==> src/rtl/seq_det_pkg.sv <==
// Shared types and match helper for the programmable sequence detector.
// The step-entry vector width is fixed here at SEQ_IN_W.
package seq_det_pkg;

  localparam int unsigned SEQ_IN_W = 4;

  typedef struct packed {
    logic [SEQ_IN_W-1:0] care;
    logic [SEQ_IN_W-1:0] val;
    logic                hold;
  } step_entry_t;

  typedef enum logic [1:0] {
    DISABLED = 2'd0,
    SEARCH   = 2'd1,
    TRACK    = 2'd2
  } state_t;

  // Only the bits selected by care must equal val.
  function automatic logic match(input step_entry_t e, input logic [SEQ_IN_W-1:0] v);
    return ((v ^ e.val) & e.care) == '0;
  endfunction

endpackage

==> src/rtl/seq_step_table.sv <==
// Step-table register file: one write port, two async read ports plus a fixed
// tap on entry 0 used for restart checks. Cleared by synchronous reset.
module seq_step_table
  import seq_det_pkg::*;
#(
  parameter int unsigned MAX_STEPS = 16,
  parameter int unsigned STEP_W    = $clog2(MAX_STEPS + 1)
) (
  input  logic              clk,
  input  logic              reset,
  input  logic              we,
  input  logic [STEP_W-1:0] waddr,
  input  step_entry_t       wdata,
  input  logic [STEP_W-1:0] raddr_a,
  output step_entry_t       rdata_a,
  input  logic [STEP_W-1:0] raddr_b,
  output step_entry_t       rdata_b,
  output step_entry_t       head
);

  localparam int unsigned IDX_W = $clog2(MAX_STEPS);

  step_entry_t mem_q [MAX_STEPS];
  step_entry_t mem_d [MAX_STEPS];

  always_comb begin
    mem_d = mem_q;
    if (we && (waddr < STEP_W'(MAX_STEPS))) begin
      mem_d[IDX_W'(waddr)] = wdata;
    end
  end

  always_ff @(posedge clk) begin
    if (reset) begin
      for (int i = 0; i < int'(MAX_STEPS); i++) begin
        mem_q[i] <= '0;
      end
    end else begin
      mem_q <= mem_d;
    end
  end

  // Out-of-range addresses read as an all-zero entry.
  assign rdata_a = (raddr_a < STEP_W'(MAX_STEPS)) ? mem_q[IDX_W'(raddr_a)] : '0;
  assign rdata_b = (raddr_b < STEP_W'(MAX_STEPS)) ? mem_q[IDX_W'(raddr_b)] : '0;
  assign head    = mem_q[0];

endmodule

==> src/rtl/seq_pattern_detector.sv <==
// Programmable input-sequence detector: FSM, step counter and length register.
// Define SEQDET_TIMEOUT_EN to abort a partial sequence after TIMEOUT idle TRACK cycles.
module seq_pattern_detector
  import seq_det_pkg::*;
#(
  parameter int unsigned IN_W      = SEQ_IN_W,
  parameter int unsigned MAX_STEPS = 16,
  parameter int unsigned STEP_W    = $clog2(MAX_STEPS + 1),
  parameter int unsigned TIMEOUT   = 255
) (
  input  logic              clk,
  input  logic              reset,
  input  logic              enable,
  input  logic              in_valid,
  input  logic [IN_W-1:0]   in_vec,
  input  logic              cfg_we,
  input  logic [STEP_W-1:0] cfg_addr,
  input  logic [IN_W-1:0]   cfg_care,
  input  logic [IN_W-1:0]   cfg_val,
  input  logic              cfg_hold,
  output logic [STEP_W-1:0] step,
  output logic              matched,
  output logic              fallback,
  output logic              cfg_err
);

  localparam int unsigned LEN_SRC_W = (IN_W > STEP_W) ? IN_W : STEP_W;

  state_t            state_q, state_d;
  logic [STEP_W-1:0] step_q, step_d;
  logic [STEP_W-1:0] len_q, len_d;
  logic              matched_q, matched_d;
  logic              fallback_q, fallback_d;
  logic              cfg_err_q, cfg_err_d;

  logic              active, track, tmo_hit, tmo_clr;
  logic              tbl_we;
  logic [STEP_W-1:0] rd_prev_addr;
  step_entry_t       ent_k, ent_p, ent_0, wr_entry;
  logic              m_k, m_p, m_0;
  logic [LEN_SRC_W-1:0] len_src;
  logic [STEP_W-1:0] len_wr;
  logic [STEP_W-1:0] step_inc;

  assign active       = enable && (len_q != '0);
  assign track        = (state_q == TRACK);
  assign rd_prev_addr = track ? STEP_W'(step_q - 1'b1) : '0;
  assign step_inc     = STEP_W'(step_q + 1'b1);
  assign tbl_we       = cfg_we && !enable && (cfg_addr < STEP_W'(MAX_STEPS));
  assign wr_entry     = '{care: SEQ_IN_W'(cfg_care), val: SEQ_IN_W'(cfg_val), hold: cfg_hold};

  // Length field rides in the low bits of cfg_val, zero-extended if narrower.
  assign len_src = LEN_SRC_W'(cfg_val);
  assign len_wr  = (len_src[STEP_W-1:0] > STEP_W'(MAX_STEPS)) ? STEP_W'(MAX_STEPS)
                                                             : len_src[STEP_W-1:0];

  seq_step_table #(
    .MAX_STEPS (MAX_STEPS),
    .STEP_W    (STEP_W)
  ) u_table (
    .clk     (clk),
    .reset   (reset),
    .we      (tbl_we),
    .waddr   (cfg_addr),
    .wdata   (wr_entry),
    .raddr_a (step_q),
    .rdata_a (ent_k),
    .raddr_b (rd_prev_addr),
    .rdata_b (ent_p),
    .head    (ent_0)
  );

  assign m_k = match(ent_k, SEQ_IN_W'(in_vec));
  assign m_p = match(ent_p, SEQ_IN_W'(in_vec));
  assign m_0 = match(ent_0, SEQ_IN_W'(in_vec));

  // Next-state: config handling, then step decisions in priority order.
  always_comb begin
    step_d     = step_q;
    len_d      = len_q;
    matched_d  = 1'b0;
    fallback_d = 1'b0;
    cfg_err_d  = cfg_we && enable;
    tmo_clr    = 1'b0;

    if (cfg_we && !enable && (cfg_addr == STEP_W'(MAX_STEPS))) begin
      len_d = len_wr;
    end

    if (!active) begin
      step_d = '0;
    end else if (tmo_hit) begin
      step_d     = '0;
      fallback_d = 1'b1;
    end else if (in_valid) begin
      if (m_k) begin
        tmo_clr = 1'b1;
        if (step_inc == len_q) begin
          matched_d = 1'b1;
          step_d    = '0;
        end else begin
          step_d = step_inc;
        end
      end else if (track && ent_p.hold && m_p) begin
        step_d = step_q;
      end else if (track) begin
        fallback_d = 1'b1;
        tmo_clr    = 1'b1;
        step_d     = m_0 ? STEP_W'(1) : '0;
      end
    end

    if (!active) begin
      state_d = DISABLED;
    end else if (step_d == '0) begin
      state_d = SEARCH;
    end else begin
      state_d = TRACK;
    end
  end

  always_ff @(posedge clk) begin
    if (reset) begin
      state_q    <= DISABLED;
      step_q     <= '0;
      len_q      <= '0;
      matched_q  <= 1'b0;
      fallback_q <= 1'b0;
      cfg_err_q  <= 1'b0;
    end else begin
      state_q    <= state_d;
      step_q     <= step_d;
      len_q      <= len_d;
      matched_q  <= matched_d;
      fallback_q <= fallback_d;
      cfg_err_q  <= cfg_err_d;
    end
  end

`ifdef SEQDET_TIMEOUT_EN
  localparam int unsigned TMO_W = ($clog2(TIMEOUT + 1) > 8) ? $clog2(TIMEOUT + 1) : 8;

  logic [TMO_W-1:0] tmo_q, tmo_d;

  // Fires on the TRACK clock that would bring the count up to TIMEOUT.
  assign tmo_hit = active && track && (TMO_W'(tmo_q + 1'b1) == TMO_W'(TIMEOUT));

  always_comb begin
    tmo_d = tmo_q;
    if (!active || tmo_hit || tmo_clr || !track) begin
      tmo_d = '0;
    end else begin
      tmo_d = TMO_W'(tmo_q + 1'b1);
    end
  end

  always_ff @(posedge clk) begin
    if (reset) begin
      tmo_q <= '0;
    end else begin
      tmo_q <= tmo_d;
    end
  end
`else
  logic unused_tmo;

  assign tmo_hit    = 1'b0;
  assign unused_tmo = tmo_clr ^ 1'(TIMEOUT % 2);
`endif

  assign step     = step_q;
  assign matched  = matched_q;
  assign fallback = fallback_q;
  assign cfg_err  = cfg_err_q;

endmodule

==> config.mk <==
export PLATFORM = sky130hd
export DESIGN_NAME = seq_pattern_detector
export DESIGN_NICKNAME = d
export VERILOG_FILES = /design/src/rtl/seq_det_pkg.sv /design/src/rtl/seq_step_table.sv /design/src/rtl/seq_pattern_detector.sv
export SDC_FILE = /design/constraint.sdc
export NUM_CORES = 1
export LEC_CHECK = 0
export CAP_MARGIN = 15
export CORE_MARGIN = 2
export CORE_UTILIZATION = 60
export DETAILED_ROUTE_END_ITERATION = 12
export PLACE_DENSITY_LB_ADDON = 0.2
export SETUP_SLACK_MARGIN = 0.4
export SLEW_MARGIN = 30
export SYNTH_ARGS = -nofsm -noshare
export SYNTH_HDL_FRONTEND = slang
export SYNTH_HIERARCHICAL = 1
export SYNTH_SLANG_ARGS = --single-unit
==> constraint.sdc <==
create_clock -name clk -period 9 [get_ports clk]
set_clock_uncertainty 0.15 [all_clocks]
set_input_delay 1.8 -clock clk [delete_from_list [all_inputs] [get_ports clk]]
set_output_delay 1.8 -clock clk [all_outputs]
set_load 0.02 [all_outputs]
Word-level counts from Yosys, hierarchy flattened:

Index checks and enable logic that the tools add are counted.

* register bits after elaboration: 159
* output and inout port bits: 8
* bits of input ports: 23

* bitwise logic cells: 12
* magnitude comparators: 8
* reductions and logical operators: 18
* multiplexer cells: 23
* add/sub/neg operators: 2
* eq/ne operators: 3

Operators by type and width (number)
* 144-bit bitwise mux: 1
* 9-bit binary-select mux with 4-bit select: 2
* 9-bit 2-to-1 mux: 7
* 5-bit 2-to-1 mux: 8
* 9-bit demux with 4-bit select: 1
* 5-bit greater-or-equal comparator (second input constant): 3
* 5-bit < comparator (second input constant): 3
* 4-bit inverter with 5-bit output: 3
* 4-bit bitwise AND: 3
* 4-bit zero test: 3
* 4-bit XOR: 3
* 1-bit logical AND: 9
* 5-bit by 1-bit adder with 5-bit output (second input constant): 1
* 5-bit equality test: 1
* 5-bit equality test (second input constant): 1
* 4-bit by 5-bit greater-than comparator with 1-bit output (second input constant): 1
* 5-bit zero test: 1
* 5-bit by 1-bit < comparator with 1-bit output (second input constant): 1
* 5-bit nonzero test: 1
* 5-bit OR reduction: 1
* 5-bit by 1-bit subtractor with 5-bit output (second input constant): 1
* 4-bit OR reduction: 1
* 1-bit 2-to-1 mux: 3
* 1-bit inverter: 3
* 4 further kinds: 4

Logic depth before layout (Yosys ltp):

* word-level depth: 17
* mapped depth: 17
* mapped depth without buffers: 15

By module:

Netlist, hierarchy kept.

Modules (own cells, without submodules)
* seq_step_table: seq. area each 2882.8 um^2, area an instance 7758.7 um^2, instances 1, cells each 823
* seq_pattern_detector: seq. area each 280.3 um^2, area an instance 1001.0 um^2, instances 1, cells each 117

Least setup slack after synthesis:

OpenSTA, ideal clock, no wires.

* path kind: register -> register
* start: register step_q[0] (netlist: step[0])
* end: register state_q[1]
* arrival: 3588 ps
* cell stages (with the launch flop): 15
* data required time: 8730 ps
* library setup time: 120 ps
* period minus slack after synthesis: 3857 ps
* buffers on the path: 2
* slack: 5143 ps
* cells stage by stage: dfxtp_1 -> clkbuf_1 -> inv_1 -> ha_1 -> nor2_1 -> clkbuf_1 -> mux4_2 -> o21ai_0 -> o21ai_0 -> xor2_1 -> a222oi_1 -> a31o_2 -> a21o_1 -> a221o_1 -> o31a_1

RTL lines
* start: declaration: line seq_pattern_detector.sv:30 `logic [STEP_W-1:0] step_q, step_d;`
* start signal: assignment: line seq_pattern_detector.sv:132 `step_q <= step_d;`
* end signal: assignment: line seq_pattern_detector.sv:131 `state_q <= state_d;`
* end: declaration: line seq_pattern_detector.sv:29 `state_t state_q, state_d;`

==> reports/results.md <==
| Stage | Parameter | Reported |
| --- | --- | --- |
| outcome | Run status | complete, no violations |
| floorplanning | Die height | 124 um |
| detailed routing | Post-detailed-route count of antenna-violating nets | 0 |
| clocking | Worst-path clk slew | 0.07 ns |
| detailed routing | Aggregate routed wire length | 25.7 mm |
| worst setup path | Flop-to-flop setup slack | 4.26 ns |
| placed design | Count of input and output buffers | 30 |
| power | Logic gate share of total power | 4.1% |
| detailed routing | Count of vias placed by the detailed router | 7455 |
| hold path | Worst min-delay path category | register to register |
| worst setup path | CP required | 9.18 ns |
| global route | Maximum number of pins on one net before global-route repair | 110 |
| sta | Final setup TNS | 0 ns |
| sta | Fin crit share | 52.7% |
| hold path | Min-Delay Startpoint | u_table/mem_q[63] |
| detailed routing | Number of detailed-routing iterations run before antenna repair | 8 |
| floorplanning | Area inside the core boundary | 14000 um^2 |
| clocking | Hold Buf Count CTS | 0 |
| floorplanning | Width of the die | 124 um |
| cells and area | Relative area change from synthesis to final layout | 9.25% |
| power | Clock network fraction of design power | 51.7% |
| placed design | Half-perimeter wire length after detailed placement | 16.3 mm |
| worst setup path | R2r endpoint | state_q[0] |
| sta | Count of endpoints failing setup in the final report | 0 |
| clocking | Number of buffers inserted during clock tree synthesis | 17 |
| detailed routing | Number of vias per cell after detailed routing | 6.86 |
| synth | Post-Synthesis Cells | 929 |
| power | Total Power Consumption | 0.00159 W |
| global route | Vias in the first global route | 7140 |
| detailed routing | Post-route DRC violation count | 0 |
| clocking | Number of instances resized during post-cts repair | 0 |
| worst setup path | Category of the critical setup timing path | register to register |
| hold path | Hold Path Stages | 2 |
| sta | Maximum clock rate | 0.211 GHz |
| global route | Aggregate global routing overflow | 0 |
| sta | Relative slew slack | 37.9% |
| power | Sequential share of power | 44.2% |
| power | Switching Fraction | 21.9% |
| clocking | Clk sink count | 158 |
| worst setup path | CP max stage delay | 0.71 ns |
| cells and area | Final nets | 918 |
| detailed routing | WL per Instance | 23.7 um |
| worst setup path | Path depth of the worst reg2reg path | 12 |
| cells and area | Ratio of cells with drive above 1 in the final layout | 13.1% |
| clocking | Post-CTS setup buffer count | 0 |
| run | # Max-Cap Violations | 0 |
| worst setup path | Most frequent CP cell | sky130_fd_sc_hd__buf_4 |
| power | Switching power | 0.000348 W |
| power | Internal power of the cells | 0.00124 W |
| worst setup path | Crit Reg-Reg Startpoint | step[0] |
| worst setup path | Type of origin of the critical path | register |
| global route | Initial antenna violation count | 0 |
| sta | Final hold violation count | 0 |
| synth | Mean instance size in the synthesized netlist | 9.29 um^2 |
| synth | Post-synthesis cell area | 8630 um^2 |
| worst setup path | Largest fanout of any net on the critical path | 48 |
| hold path | Terminating pin of the worst hold path | u_table/mem_q[63] |
| floorplanning | Initial standard-cell utilization of the core | 61.7% |
| sta | RSZ-0062 raised after global routing | false |
| clocking | Clock Tree Buf Depth | 2 |
| worst setup path | Slowest library cell on the worst path | sky130_fd_sc_hd__buf_4 |
| power | Worst vdd ir | 0.133 mV |
| sta | Slew at the pin closest to its max-slew limit | 0.931 ns |
| floorplanning | Number of placement rows | 43 |
| power | LEAKAGE | 3.08 nW |
| worst setup path | Type of element capturing the critical path | register |
| power | Power per unit of standard cell area | 168 nW/um^2 |
| placed design | Final RePlAce weighted congestion | 1.02 |
| clocking | CTS tree | built |
| synth | Number of warnings printed during yosys synthesis | 6 |
| worst setup path | Cell breakdown of the critical path | buf_4 -> nor2_4 -> buf_4 -> mux4_1 -> mux2i_1 -> o21ai_0 -> xor2_1 -> a222oi_1 -> a31o_2 -> a21o_1 -> a221o_1 -> nor4_1 |
| clocking | Number of H-tree branching levels | 4 |
| sta | Count of pins over their slew limit | 0 |
| worst setup path | Arrival time worst endpoint | 4.92 ns |
| synth | Net count after synthesis | 954 |
| global route | Gr usage total | 34.8% |
| clocking | Cell chosen for the clock root | sky130_fd_sc_hd__clkbuf_16 |
| floorplanning | Floorplan die area | 15400 um^2 |
| clocking | Source-to-sink clock delay at the later pin of the worst-skew pair | 0.44 ns |
| floorplanning | Ports placed on the boundary | 31 |
| sta | Minimum period implied by the final worst setup slack | 4.74 ns |
| cells and area | Diodes inserted | 0 |
| global route | Global-route wire length before repair | 39.7 mm |
| detailed routing | Violation count after the first detailed-routing iteration | 1037 |
[final cells by class]
class | instances | area [um^2]
multi-input cells | 669 | 4960
clock buffers | 18 | 429
flip-flops and latches | 158 | 3170
fillers | 1066 | 4560
repair buffers | 41 | 384
clock inverters | 14 | 241
inverters | 6 | 22.5
well taps | 180 | 225
[routing by layer]
metal,vias up,global-route usage (%),part of all wire [%],wire length [um]
met5,-,0,0,0
li1,3268,-,-,-
met1,3596,45.9,39,10100
met2,487,52.3,45,11500
met3,104,8.06,11,2720
met4,0,20.8,5.3,1370
[flip-flops by register name, summed over array words and instances (netlist names)]
register and count:
state_q 2, matched 1, fallback 1, len_q 4, step 5, cfg_err 1, u_table/head 9, u_table/mem_q 135
[layout by cell type, fill, tap and decap left out, types with 5 or more instances in the layout]
master	n
sky130_fd_sc_hd__a21oi_1	97
sky130_fd_sc_hd__a221oi_1	6
sky130_fd_sc_hd__a22oi_1	12
sky130_fd_sc_hd__buf_4	11
sky130_fd_sc_hd__bufinv_16	6
sky130_fd_sc_hd__clkbuf_16	17
sky130_fd_sc_hd__clkdlybuf4s50_1	29
sky130_fd_sc_hd__dfxtp_1	156
sky130_fd_sc_hd__inv_1	5
sky130_fd_sc_hd__mux2i_1	104
sky130_fd_sc_hd__mux4_2	50
sky130_fd_sc_hd__nand2_1	120
sky130_fd_sc_hd__nand3_1	87
sky130_fd_sc_hd__nor2_1	72
sky130_fd_sc_hd__nor2b_1	5
sky130_fd_sc_hd__o21ai_0	22
sky130_fd_sc_hd__o22ai_1	5
sky130_fd_sc_hd__xnor2_1	5
sky130_fd_sc_hd__xor2_1	15
[worst max-delay path, delay by kind of cell (launching register included)]
family | cells | cell delay [ns]
AOI/OAI and AO/OA | 5 | 1.18
muxes | 2 | 0.97
buffers and inverters | 2 | 1.10
xor gates and xnor gates | 1 | 0.16
and+or+nand+nor | 2 | 0.45
DFF | 1 | 0.53
[stage by stage]
stage          worst slack, ns  instances  hold slack [ns]  instance area, um^2  util, %
4_1_cts                   4.28       1086            0.312                 9420     67.3
3_3_place_gp              3.85       1054            0.291                 8740     62.5
2_1_floorplan             5.14        929            0.282                 8630        -
6_report                  4.26       1086            0.307                 9430     67.4
5_1_grt                   4.03       1086            0.335                 9430     67.4
3_5_place_dp              3.86       1054            0.303                 8750     62.5
[power groups by stage]
stage	clock (W)	combinational, W	sequential, W
detailed placement	0	0.0000623	0.000718
CTS	0.000824	0.0000628	0.000702
global route	0.000856	0.0000679	0.000702
global placement	0	0.0000610	0.000718
finish	0.000821	0.0000646	0.000702
floorplan	0	0.0000360	0.000718
[worst max-delay path by stage]
stage	depth (start not counted)	slack, ns	to	start
2_1_floorplan	14	5.14	state_q[1]	step[0]
3_3_place_gp	6	3.85	u_table/mem_q[42]	cfg_addr[4]
3_5_place_dp	6	3.86	u_table/mem_q[75]	cfg_addr[4]
4_1_cts	12	4.28	state_q[0]	step[0]
5_1_grt	15	4.03	state_q[0]	step[0]
6_report	12	4.26	state_q[0]	step[0]
(Power assumes the default switching activity.)
